===== src/rtl/date_counter_pkg.sv =====
// Shared mode encodings and calendar constants for the date counter.
// Mode values match the ones the rest of the clock uses on mode1/mode2.
package date_counter_pkg;

  // Major modes (mode1)
  localparam logic [1:0] M1_TIME      = 2'd0;
  localparam logic [1:0] M1_DATE      = 2'd1;

  // Minor modes while in M1_DATE (mode2)
  localparam logic [1:0] M2_DATE_G     = 2'd0;
  localparam logic [1:0] M2_DATE_YEAR  = 2'd1;
  localparam logic [1:0] M2_DATE_MONTH = 2'd2;
  localparam logic [1:0] M2_DATE_DAY   = 2'd3;

  // Calendar limits
  localparam logic [3:0] MONTH_MIN = 4'd1;
  localparam logic [3:0] MONTH_MAX = 4'd12;
  localparam logic [4:0] DAY_MIN   = 5'd1;

endpackage


===== src/rtl/date_counter_month_length.sv =====
// Days-in-month lookup (Gregorian, leap flag supplied by caller).
// Ports:
//   i_month  in  4  month 1..12
//   i_leap   in  1  year is a leap year
//   o_dim    out 5  number of days in that month
module date_counter_month_length (
  input  logic [3:0] i_month,
  input  logic       i_leap,
  output logic [4:0] o_dim
);

  always_comb begin
    o_dim = 5'd31;
    case (i_month)
      4'd4, 4'd6, 4'd9, 4'd11: o_dim = 5'd30;
      4'd2:                    o_dim = i_leap ? 5'd29 : 5'd28;
      default:                 o_dim = 5'd31;
    endcase
  end

endmodule


===== src/rtl/date_counter.sv =====
// Calendar stage fed by the TIME block's day-rollover carry. Holds
// year (offset from 2000), month and day; supports manual +1 setting of
// one field at a time while in M1_DATE.
// Ports:
//   clk         in   1       system clock, rising edge
//   reset_n     in   1       synchronous reset, active low
//   hour_carry  in   1       one-clock pulse: advance one day
//   increase    in   1       one-clock pulse: +1 on field chosen by mode2
//   mode1       in   2       major mode
//   mode2       in   2       minor mode
//   year        out  YEAR_W  year offset 0..YEAR_MAX
//   month       out  4       1..12
//   day         out  5       1..days in month
//   leap        out  1       year%4==0
//   year_carry  out  1       one-clock pulse on YEAR_MAX-12-31 -> 0-01-01
module date_counter
  import date_counter_pkg::*;
#(
  parameter int YEAR_MAX = 99,
  parameter int YEAR_W   = 7
) (
  input  logic              clk,
  input  logic              reset_n,
  input  logic              hour_carry,
  input  logic              increase,
  input  logic [1:0]        mode1,
  input  logic [1:0]        mode2,
  output logic [YEAR_W-1:0] year,
  output logic [3:0]        month,
  output logic [4:0]        day,
  output logic              leap,
  output logic              year_carry
);

  localparam logic [YEAR_W-1:0] YEAR_TOP = YEAR_W'(YEAR_MAX);

  logic [YEAR_W-1:0] r_year;
  logic [3:0]        r_month;
  logic [4:0]        r_day;
  logic              r_year_carry;

  logic [YEAR_W-1:0] w_year_inc;
  logic [3:0]        w_month_inc;
  logic [4:0]        w_day_inc;
  logic              w_day_wrap;
  logic              w_set;
  logic [YEAR_W-1:0] w_tgt_year;
  logic [3:0]        w_tgt_month;
  logic              w_tgt_leap;
  logic [4:0]        w_dim_cur;
  logic [4:0]        w_dim_tgt;
  logic [4:0]        w_day_clamped;

  // 2000 is a leap year, so the offset alone decides leapness in range.
  assign leap = (r_year[1:0] == 2'b00);

  assign w_year_inc  = (r_year == YEAR_TOP) ? '0 : r_year + YEAR_W'(1);
  assign w_month_inc = (r_month == MONTH_MAX) ? MONTH_MIN : r_month + 4'd1;
  assign w_day_wrap  = (r_day == w_dim_cur);
  assign w_day_inc   = w_day_wrap ? DAY_MIN : r_day + 5'd1;

  // A day advance in the same cycle swallows the set request.
  assign w_set = increase && (mode1 == M1_DATE) && !hour_carry;

  // Year/month the calendar would move to after a set, used to clamp day.
  always_comb begin
    w_tgt_year  = r_year;
    w_tgt_month = r_month;
    if (w_set && (mode2 == M2_DATE_YEAR))  w_tgt_year  = w_year_inc;
    if (w_set && (mode2 == M2_DATE_MONTH)) w_tgt_month = w_month_inc;
  end

  assign w_tgt_leap    = (w_tgt_year[1:0] == 2'b00);
  assign w_day_clamped = (r_day > w_dim_tgt) ? w_dim_tgt : r_day;

  date_counter_month_length u_dim_cur (
    .i_month (r_month),
    .i_leap  (leap),
    .o_dim   (w_dim_cur)
  );

  date_counter_month_length u_dim_tgt (
    .i_month (w_tgt_month),
    .i_leap  (w_tgt_leap),
    .o_dim   (w_dim_tgt)
  );

  always_ff @(posedge clk) begin
    if (!reset_n) begin
      r_year       <= '0;
      r_month      <= MONTH_MIN;
      r_day        <= DAY_MIN;
      r_year_carry <= 1'b0;
    end else begin
      r_year_carry <= 1'b0;
      if (hour_carry) begin
        r_day <= w_day_inc;
        if (w_day_wrap) begin
          r_month <= w_month_inc;
          if (r_month == MONTH_MAX) begin
            r_year       <= w_year_inc;
            r_year_carry <= (r_year == YEAR_TOP);
          end
        end
      end else if (w_set) begin
        case (mode2)
          M2_DATE_YEAR, M2_DATE_MONTH: begin
            r_year  <= w_tgt_year;
            r_month <= w_tgt_month;
            r_day   <= w_day_clamped;
          end
          M2_DATE_DAY: r_day <= w_day_inc;
          default: ;
        endcase
      end
    end
  end

  assign year       = r_year;
  assign month      = r_month;
  assign day        = r_day;
  assign year_carry = r_year_carry;

endmodule

===== config.mk =====
export PLATFORM = sky130hd
export DESIGN_NAME = date_counter
export DESIGN_NICKNAME = d
export VERILOG_FILES = /design/src/rtl/date_counter_pkg.sv /design/src/rtl/date_counter_month_length.sv /design/src/rtl/date_counter.sv
export SDC_FILE = /design/constraint.sdc
export NUM_CORES = 1
export LEC_CHECK = 0
export ABC_AREA = 0
export CAP_MARGIN = 0
export CORE_MARGIN = 1.5
export CORE_UTILIZATION = 45
export CTS_CLUSTER_SIZE = 12
export DETAILED_ROUTE_END_ITERATION = 16
export DONT_BUFFER_PORTS = 1
export PLACE_DENSITY = 0.6
export SYNTH_ARGS = -nofsm -noshare
export SYNTH_HDL_FRONTEND = slang
export SYNTH_SLANG_ARGS = --single-unit

===== constraint.sdc =====
create_clock -name clk -period 7.7 [get_ports clk]
set_clock_uncertainty 0.1 [all_clocks]
set_input_delay 1.54 -clock clk [delete_from_list [all_inputs] [get_ports clk]]
set_output_delay 1.54 -clock clk [all_outputs]
set_load 0.03 [all_outputs]

## Yosys cells after proc, flatten, opt, wreduce, memory -nomap -nowiden

Cells that the tools add are included.

- Multipliers: 0
- Order comparisons: 1
- Shift operators: 0
- Multiplexer cells: 22
- Divide/modulo/power cells: 0
- Reduce and logical (&&, ||, !) cells: 19
- Add/subtract/negate cells: 3
- Bitwise logic cells: 0
- Equality and inequality tests: 20

Operator list:

| cell | count |
|---|---|
| 7-bit two-way mux | 7 |
| 5-bit case mux with 2 select lines | 3 |
| 4-bit two-way mux | 6 |
| 4-bit equality test, second input constant | 5 |
| 5-bit two-way mux | 4 |
| 4-bit by 3-bit equality test with 1-bit output, second input constant | 4 |
| 4-bit by 2-bit equality test with 1-bit output, second input constant | 2 |
| 4-bit AND reduction | 2 |
| 4-bit OR reduction | 2 |
| 7-bit by 1-bit adder with 7-bit output, second input constant | 1 |
| 7-bit equality test, second input constant | 1 |
| 3-bit AND reduction | 2 |
| 2-bit nonzero test | 3 |
| 5-bit by 1-bit adder with 5-bit output, second input constant | 1 |
| 5-bit equality test | 1 |
| 5-bit greater-than comparator | 1 |
| 5-bit AND reduction | 1 |
| 4-bit by 1-bit adder with 4-bit output, second input constant | 1 |
| 2-bit by 1-bit equality test with 1-bit output, second input constant | 2 |
| 2-bit equality test, second input constant | 2 |
| 1-bit logical AND | 4 |
| 2-bit zero test | 2 |
| 2-bit by 1-bit inequality test with 1-bit output, second input constant | 2 |
| 3-bit inequality test, second input constant | 1 |
| other kinds (4) | 5 |

- Output and inout port bits: 18
- Word-level logic and storage cells: 70
- Input port bits: 8
- Bits in writable memories: 0
- Memories: 0
- ROM bits: 0
- Bits in latches: 0
- Register bits after elaboration: 17

## Depth between registers and ports, before layout

Gate-level depths: netlist of run 1.

- Word-level depth: 13
- Gate-level depth with buffers: 15
- Mapped depth without buffers: 14

## Modules after synthesis

From an unflattened synthesis of run 1, not the netlist that was laid out.

- Cell total of the unflattened synthesis: 178
- Area, all modules: 1,395.1 sq um

Modules (own cells, without submodules):

| module | area each (sq um) | times used | cells each |
|---|---|---|---|
| date_counter | 1,270.0 | 1 | 160 |
| date_counter_month_length | 62.6 | 2 | 9 |

## Worst setup path before layout of run 1

Ideal clock, no wire load.

- Path type: input port to flip-flop
- From: in mode2[0]
- To: reg r_day[3], in the netlist day[3]
- Setup time: 0.132 ns
- Path buffers: 0
- Data required time: 7.468 ns
- Data arrival time: 3.812 ns
- Slack: 3.655 ns
- Stages on the path: 14
- Path through: inv_1 -> ha_1 -> inv_1 -> o21ai_0 -> o21ai_0 -> o2111ai_1 -> and2_1 -> ha_1 -> nand2_1 -> o211ai_1 -> o21ai_0 -> a41oi_1 -> mux2i_1 -> a21oi_1

- Word-level cells in the longest chain between the ends: 9

Ends and longest elaborated chain:

| what | line | source |
|---|---|---|
| from (decl) | date_counter.sv:27 | `input logic [1:0] mode2,` |
| 2-bit equality test / 2-bit by 1-bit equality test with 1-bit output (equally long branches) | date_counter.sv:70, date_counter.sv:106, date_counter.sv:69 |  |
| 1-bit logical AND, on equally long branches | date_counter.sv:70, date_counter.sv:69 |  |
| 4-bit two-way mux / 7-bit two-way mux (equally long branches) | date_counter.sv:70, date_counter.sv:69 |  |
| 4-bit by 3-bit equality test with 1-bit output (tied with other cells) | date_counter_month_length.sv:14 | `case (i_month)` |
| 4-bit OR reduction / 1-bit two-way mux (equally long branches) | date_counter_month_length.sv:14, date_counter_month_length.sv:16 |  |
| 5-bit case mux with 2 select lines | date_counter_month_length.sv:14 |  |
| 5-bit greater-than comparator | date_counter.sv:74 | `assign w_day_clamped = (r_day > w_dim_tgt) ? w_dim_tgt : r_day;` |
| 3-bit inequality test (no line) | -- |  |
| 3-bit AND reduction (no line) | -- |  |
| to (signal assigned) | date_counter.sv:97 | `r_day <= w_day_inc;` |
| to (signal assigned) | date_counter.sv:110 | `r_day <= w_day_clamped;` |
| to (signal assigned) | date_counter.sv:112 | `M2_DATE_DAY: r_day <= w_day_inc;` |
| to (decl) | date_counter.sv:39 | `logic [4:0] r_day;` |

Parallel ways exist; a longest one is shown, timed or not. The select of a mux whose other input is x is not followed.
A chain may end at the register's enable or synchronous reset.

## Worst setup path in the final report of run 1

- From: in mode2[0]
- To: reg r_day[4], in the netlist day[4]

The elaborated chain is that of the path after synthesis.

==> metrics.cfg, run 1 <==
[run_status]
status = finished, final reports clean

[global_routing]
grt_pass1_wl_um = 5800
grt_max_degree = 18
grt_remaining_overflow = 0
track_usage_pct = 21.5
grt_pass1_vias = 1270
grt_antenna_before_repair = 0

[synthesis]
ys_seq_area_share_pct = 23.9
synth_area_um2 = 1420
synthArstFlopShare_pct = 0
avgSynthCellArea_um2 = 7.95
yosysWarnings = 0
syn_nets = 199
synth_edf_count = 0
syn_inst = 179
ys_seq_elements = 17
synth_cell_type_count = 48
synth_ff_type = dfxtp_1

[detailed_routing]
drt_wl_total_um = 3450
post-route-drc-count = 0
via_per_inst = 6.12
drt-pass1-iter-count = 4
num_vias = 1347
detail_route.wl_per_cell_um = 15.7
ant_nets = 0
drt-initial-drc-count = 81

[clock_tree]
cts_tree = yes
root_buffer = clkbuf_4
cts_resized = 0
cts_hold_buf = 0
insertion_delay_ps = 300
cts.sinks = 17
cts.clk_slew.worst_paths_ps = 100
cts_buffers = 3
max-clock-path-buffers = 2
htreeDepth = 1
cts_setup_buffers = 0

[floorplanning]
die_width_um = 59.3
start_util_pct = 47.0
core-area_um2 = 3030
pin_count = 26
die_h_um = 59.3
rows = 20
die-area_um2 = 3510

[worst_hold_path]
hp-start = year[6]
holdPathEnd = year[6]
hold_depth = 2
hold_path.class = reg2reg

[placed_design]
postPlaceCellArea_um2 = 1450
place_inst = 216
gp_congestion = 0.832
port_buffers = 0
hpwl_um = 2600

[setup_path]
r2r-start = month[0]
cp.arrival_ps = 4260
crit_fanout = 7
start_kind = input pin
crit_required_ps = 7780
rr_worst_depth = 14
crit_family = compound AO/OA/AOI/OAI gates
slowest_delay_ps = 600
r2r_end = day[4]
path_class = in2reg
critPathCaptureType = register
slowest_stage = a41oi_1
setup.worst_path.start = mode2[0]
path_buf_inv = 2
r2r_slack_ps = 3780
timing.critical_path.mode_cell = o21ai_0
path_cells = inv_1 > ha_1 > inv_1 > o21ai_0 > o21ai_0 > o2111ai_1 > and2_1 > ha_1 > nand2_1 > o211ai_1 > o21ai_0 > a41oi_1 > mux2i_1 > a21oi_1

[pwr]
switching_share_pct = 31.8
power.density_nw_per_um2 = 122
combPwrFrac_pct = 13.2
p_int_uw = 122
p_sw_uw = 57.0
irDropWorstVdd_v = 0.0000879
pwr-share-seq_pct = 59.3
p_leak_nw = 0.556
clkPwrFrac_pct = 27.5

[timing]
layout_min_cycle_time_ps = 4180
hold_viol = 0
worstMarginPinSlew_ps = 822
fmax_mhz = 239
max_slew_margin_pct = 45.1
rsz0062_at_grt = no
fin_setup_tns_ps = 0
min_period_over_period_pct = 54.3
drv_slew = 0
setup_viol = 0

[layout]
nNetsFinal = 197
diodes = 0
final_area_um2 = 1470
synthToLayoutAreaGrowth_pct = 3.34
drive_gt1_share_pct = 7.39
fin_cells = 220

[flow_run]
cap_violations = 0

[placed cells by master, fill, tap and decap left out, drive strengths merged, types with 4 or more instances in the layout]
cell / netlist / final
dfxtp: 17 / 17
nand3: 14 / 14
inv: 13 / 13
o21ai: 13 / 13
ha: 12 / 12
nand2: 11 / 11
a21oi: 11 / 11
nor2: 9 / 9
mux2i: 7 / 7
and3: 5 / 5
or3: 5 / 5
a211oi: 5 / 5
o2111ai: 4 / 4
o22ai: 4 / 4
o21a: 4 / 4
clkbuf: 5 / 4
[synth_stat cells, drive strengths merged, types with 2 or more instances]
cell     instances  area (um2)
or2              2        12.5
a21oi           11        55.1
o21a             4        31.3
nand2           11        41.3
a21o             2        15.0
nor2             9        33.8
a211oi           5        42.5
nor2b            3        18.8
and2             3        18.8
nor3b            3        33.8
buf              2        15.0
o41ai            2        17.5
dfxtp           17         340
nand4            2        12.5
inv             13        48.8
nor3             3        15.0
o22ai            4        25.0
o2111ai          4        35.0
clkbuf           5        18.8
or3              5        31.3
ha              12         150
o21ai           13        65.1
and3             5        31.3
mux2i            7        70.1
nand3           14        70.1
[tightest hold or removal path, delay by kind of cell, from the launching register on]
kind	cells	cell delay (ps)
AND/OR/NAND/NOR	1	100
AO/OA/AOI/OAI	1	60
flip-flops	1	440
[metrics by stage]
step | total power, mW | util [%] | setup WS [ps] | hold WS (ps)
after global placement | 0.131 | 47.7 | 3460 | 530
final | 0.179 | 48.6 | 3520 | 543
after detailed placement | 0.132 | 47.7 | 3240 | 531
after floorplan | 0.127 | - | 3660 | 511
after CTS | 0.182 | 48.6 | 3560 | 545
after global routing | 0.190 | 48.6 | 3220 | 573
[per-layer routing]
metal / global-route usage [%] / vias to the layer above / share of wire [%]
li1: - / 671 / -
met1: 27.8 / 637 / 47
met2: 35.2 / 33 / 46
met3: 3.28 / 6 / 5.0
met4: 9.09 / 0 / 1.5
met5: 0 / - / 0
[flip-flops by register name, indices dropped and copies added (netlist names)]
| signal | flops |
|---|---|
| day | 5 |
| year_carry | 1 |
| year | 7 |
| month | 4 |
[power by group through the flow]
stage	combinational, mW	clock (mW)	sequential [mW]
after floorplan	0.0206	0	0.106
after global placement	0.0226	0	0.108
after detailed placement	0.0236	0	0.108
after CTS	0.0238	0.0514	0.106
after global routing	0.0270	0.0561	0.107
final	0.0237	0.0493	0.106
[final cells by class]
cell class / instances / area [um2]
fillers: 312 / 1560
well taps: 44 / 55.1
flip-flops and latches: 17 / 340
inverters: 13 / 48.8
clock buffers: 4 / 26.3
multi-input cells: 142 / 1000
[how the worst max path moves through the flow]
stage          endpoint  slack, ps  cells after the start
2_1_floorplan    day[3]       3660                     14
3_3_place_gp     day[2]       3460                     14
3_5_place_dp     day[4]       3240                     14
4_1_cts          day[4]       3560                     14
5_1_grt          day[4]       3220                     14
6_report         day[4]       3520                     14
[cell families after synthesis]
logic type,after synthesis,synth area share [%]
multiplexers,7,4.92
AND/OR/NAND/NOR,68,28.5
flip-flops,17,23.9
buffers and inverters,20,5.80
AO/OA/AOI/OAI,55,26.4
adder cells (fa/ha/maj),12,10.5
(Power assumes the default switching activity.)
==> run 2, diff against run 1 <==
Settings changed: ABC_AREA 0 to 1, PLACE_DENSITY 0.6 to 0.62.
Clock period 7.7 ns to 3.55 ns, I/O delays scaled along.
==> metrics.cfg, run 2 <==
[layout]
diodes = 0
final_area_um2 = 1770
final_cell_mix = nand2_1 (68), inv_1 (25), nand3_1 (24), nor2_1 (21), a21oi_1 (19)
nNetsFinal = 272
fill_cells = 407
fin_cells = 299
multi_input_area_um2 = 1160
synthToLayoutAreaGrowth_pct = 5.59
seq_area_um2 = 340
final_common_cell = nand2_1
largest_register_ffs = 7
drive_gt1_share_pct = 17.9
final_util_pct = 48.8

[detailed_routing]
via_per_inst = 5.03
drt_wl_total_um = 3490
num_vias = 1503
drt-pass1-iter-count = 4
ant_nets = 0
drt-initial-drc-count = 53
post-route-drc-count = 0
detail_route.wl_per_cell_um = 11.7

[setup_path]
start_kind = register
r2r-start = month[0]
path_cells = inv_1 > ha_1 > nand3_1 > nand2_1 > nand2_1 > o21ai_2 > nor2_1 > nand3_1 > nand2_1 > inv_1 > ha_1 > nand2_1 > nand3_1 > nand3_1 > nand2_1 > inv_2 > nand2_1 > nand2_1 > a21oi_1 > nor2_1
cp.arrival_ps = 2970
slowest_delay_ps = 470
critPathCaptureType = register
path_class = reg2reg
timing.critical_path.mode_cell = nand2_1
crit_fanout = 8
slowest_stage = dfxtp_1
crit_required_ps = 3600
setup.worst_path.start = month[0]

[floorplanning]
rows = 22
core-area_um2 = 3630
pin_count = 26
die-area_um2 = 4100
die_h_um = 64.1
start_util_pct = 46.2
die_width_um = 64.1

[synthesis]
synth.largest_area_cell = dfxtp_1
syn_nets = 267
synth_common_cells = nand2_1 (68), inv_1 (25), nand3_1 (24)
synth_ff_type = dfxtp_1
yosysWarnings = 0
synth_area_leaders = dfxtp_1 (20%), nand2_1 (15%), ha_1 (8.9%)
synth_edf_count = 0
ys_seq_area_share_pct = 20.3
yosysTopAreaCellShare_pct = 20.3
synthArstFlopShare_pct = 0
syn_inst = 247
ys_seq_elements = 17
avgSynthCellArea_um2 = 6.79
yosysMostFrequentCell = nand2_1
synth_cell_type_count = 29
synth_area_um2 = 1680

[pwr]
p_leak_nw = 0.855
totalPowerFinal_uw = 526
power.density_nw_per_um2 = 297
irDropWorstVdd_v = 0.000124

[worst_hold_path]
hold_path.class = in2reg
hp-start = reset_n

[clock_tree]
cts.clk_slew.worst_paths_ps = 90
cts.sinks = 17
cts_buffers = 3
cts_resized = 0
cts_tree = yes
htreeDepth = 1
cts_setup_buffers = 0
max-clock-path-buffers = 2
insertion_delay_ps = 270
cts_hold_buf = 0
root_buffer = clkbuf_8

[timing]
drv_slew = 0
rsz0062_at_grt = no
layout_min_cycle_time_ps = 2920
min_period_over_period_pct = 82.1
worstMarginPinSlew_ps = 561
hold_viol = 0
fin_setup_tns_ps = 0
setup_ws_ps = 635
max_slew_margin_pct = 62.5
setup_viol = 0
holdWs_ps = 422
fmax_mhz = 343

[flow_run]
cap_violations = 0

[placed_design]
place_inst = 295
port_buffers = 0
hpwl_um = 2710
pre_cts_ws_ps = 598
postPlaceCellArea_um2 = 1730
gp_congestion = 0.865

[run_status]
status = finished, final reports clean

[global_routing]
grt_pass1_wl_um = 6180
track_usage_pct = 19.1
grt_pass1_vias = 1383
grt_remaining_overflow = 0
grt_antenna_before_repair = 0
grt_max_degree = 12

-- run 2: worst paths after layout --
| path | endpoint | slack (ps) | cells after the start |
|---|---|---|---|
| setup / recovery | day[1] | 630 | 20 |
| hold / removal | month[0] | 420 | 1 |
| setup reg to reg | day[1] | 630 | 20 |
| hold reg to reg | month[0] | 480 | 2 |
-- run 2: where the power goes --
| part | switching (mW) | total [mW] | internal [mW] |
|---|---|---|---|
| clock | 0.0806 | 0.159 | 0.0783 |
| combinational | 0.0838 | 0.134 | 0.0500 |
| sequential | 0.0321 | 0.233 | 0.201 |
| total | 0.197 | 0.526 | 0.329 |
-- run 2: cells by family (layout without fill, tap and decap cells) --
logic type                 after synthesis  in the layout  share of synthesized area (%)
and+or+nand+nor                        141            141                           45.8
adders and majority gates               12             12                           8.95
xor gates and xnor gates                 6              6                           3.13
buffers and inverters                   37             41                           10.4
AOI/OAI and AO/OA                       34             34                           11.4
DFF                                     17             17                           20.3
-- run 2: routing by layer --
layer  vias up  part of all wire [%]  track usage (%)
met5         -                     0                0
met1       661                    48             26.1
met4         0                   1.6             7.61
li1        803                     -                -
met2        34                    45             29.6
met3         5                   5.1             3.35
-- run 2: critical path, delay by kind of cell, from the launching register on --
kind,cells,cell delay (ps)
AO/OA/AOI/OAI,2,180
adder cells (fa/ha/maj),2,530
buffers and inverters,3,270
flip-flops,1,470
AND/OR/NAND/NOR,13,1260
-- run 2: cell type report --
type / instances / share of cell area, %
clock inverters: 1 / 0.282
flip-flops and latches: 17 / 19.2
repair buffers: 5 / 2.12
well taps: 48 / 3.39
multi-input cells: 193 / 65.6
clock buffers: 3 / 2.33
inverters: 32 / 7.06
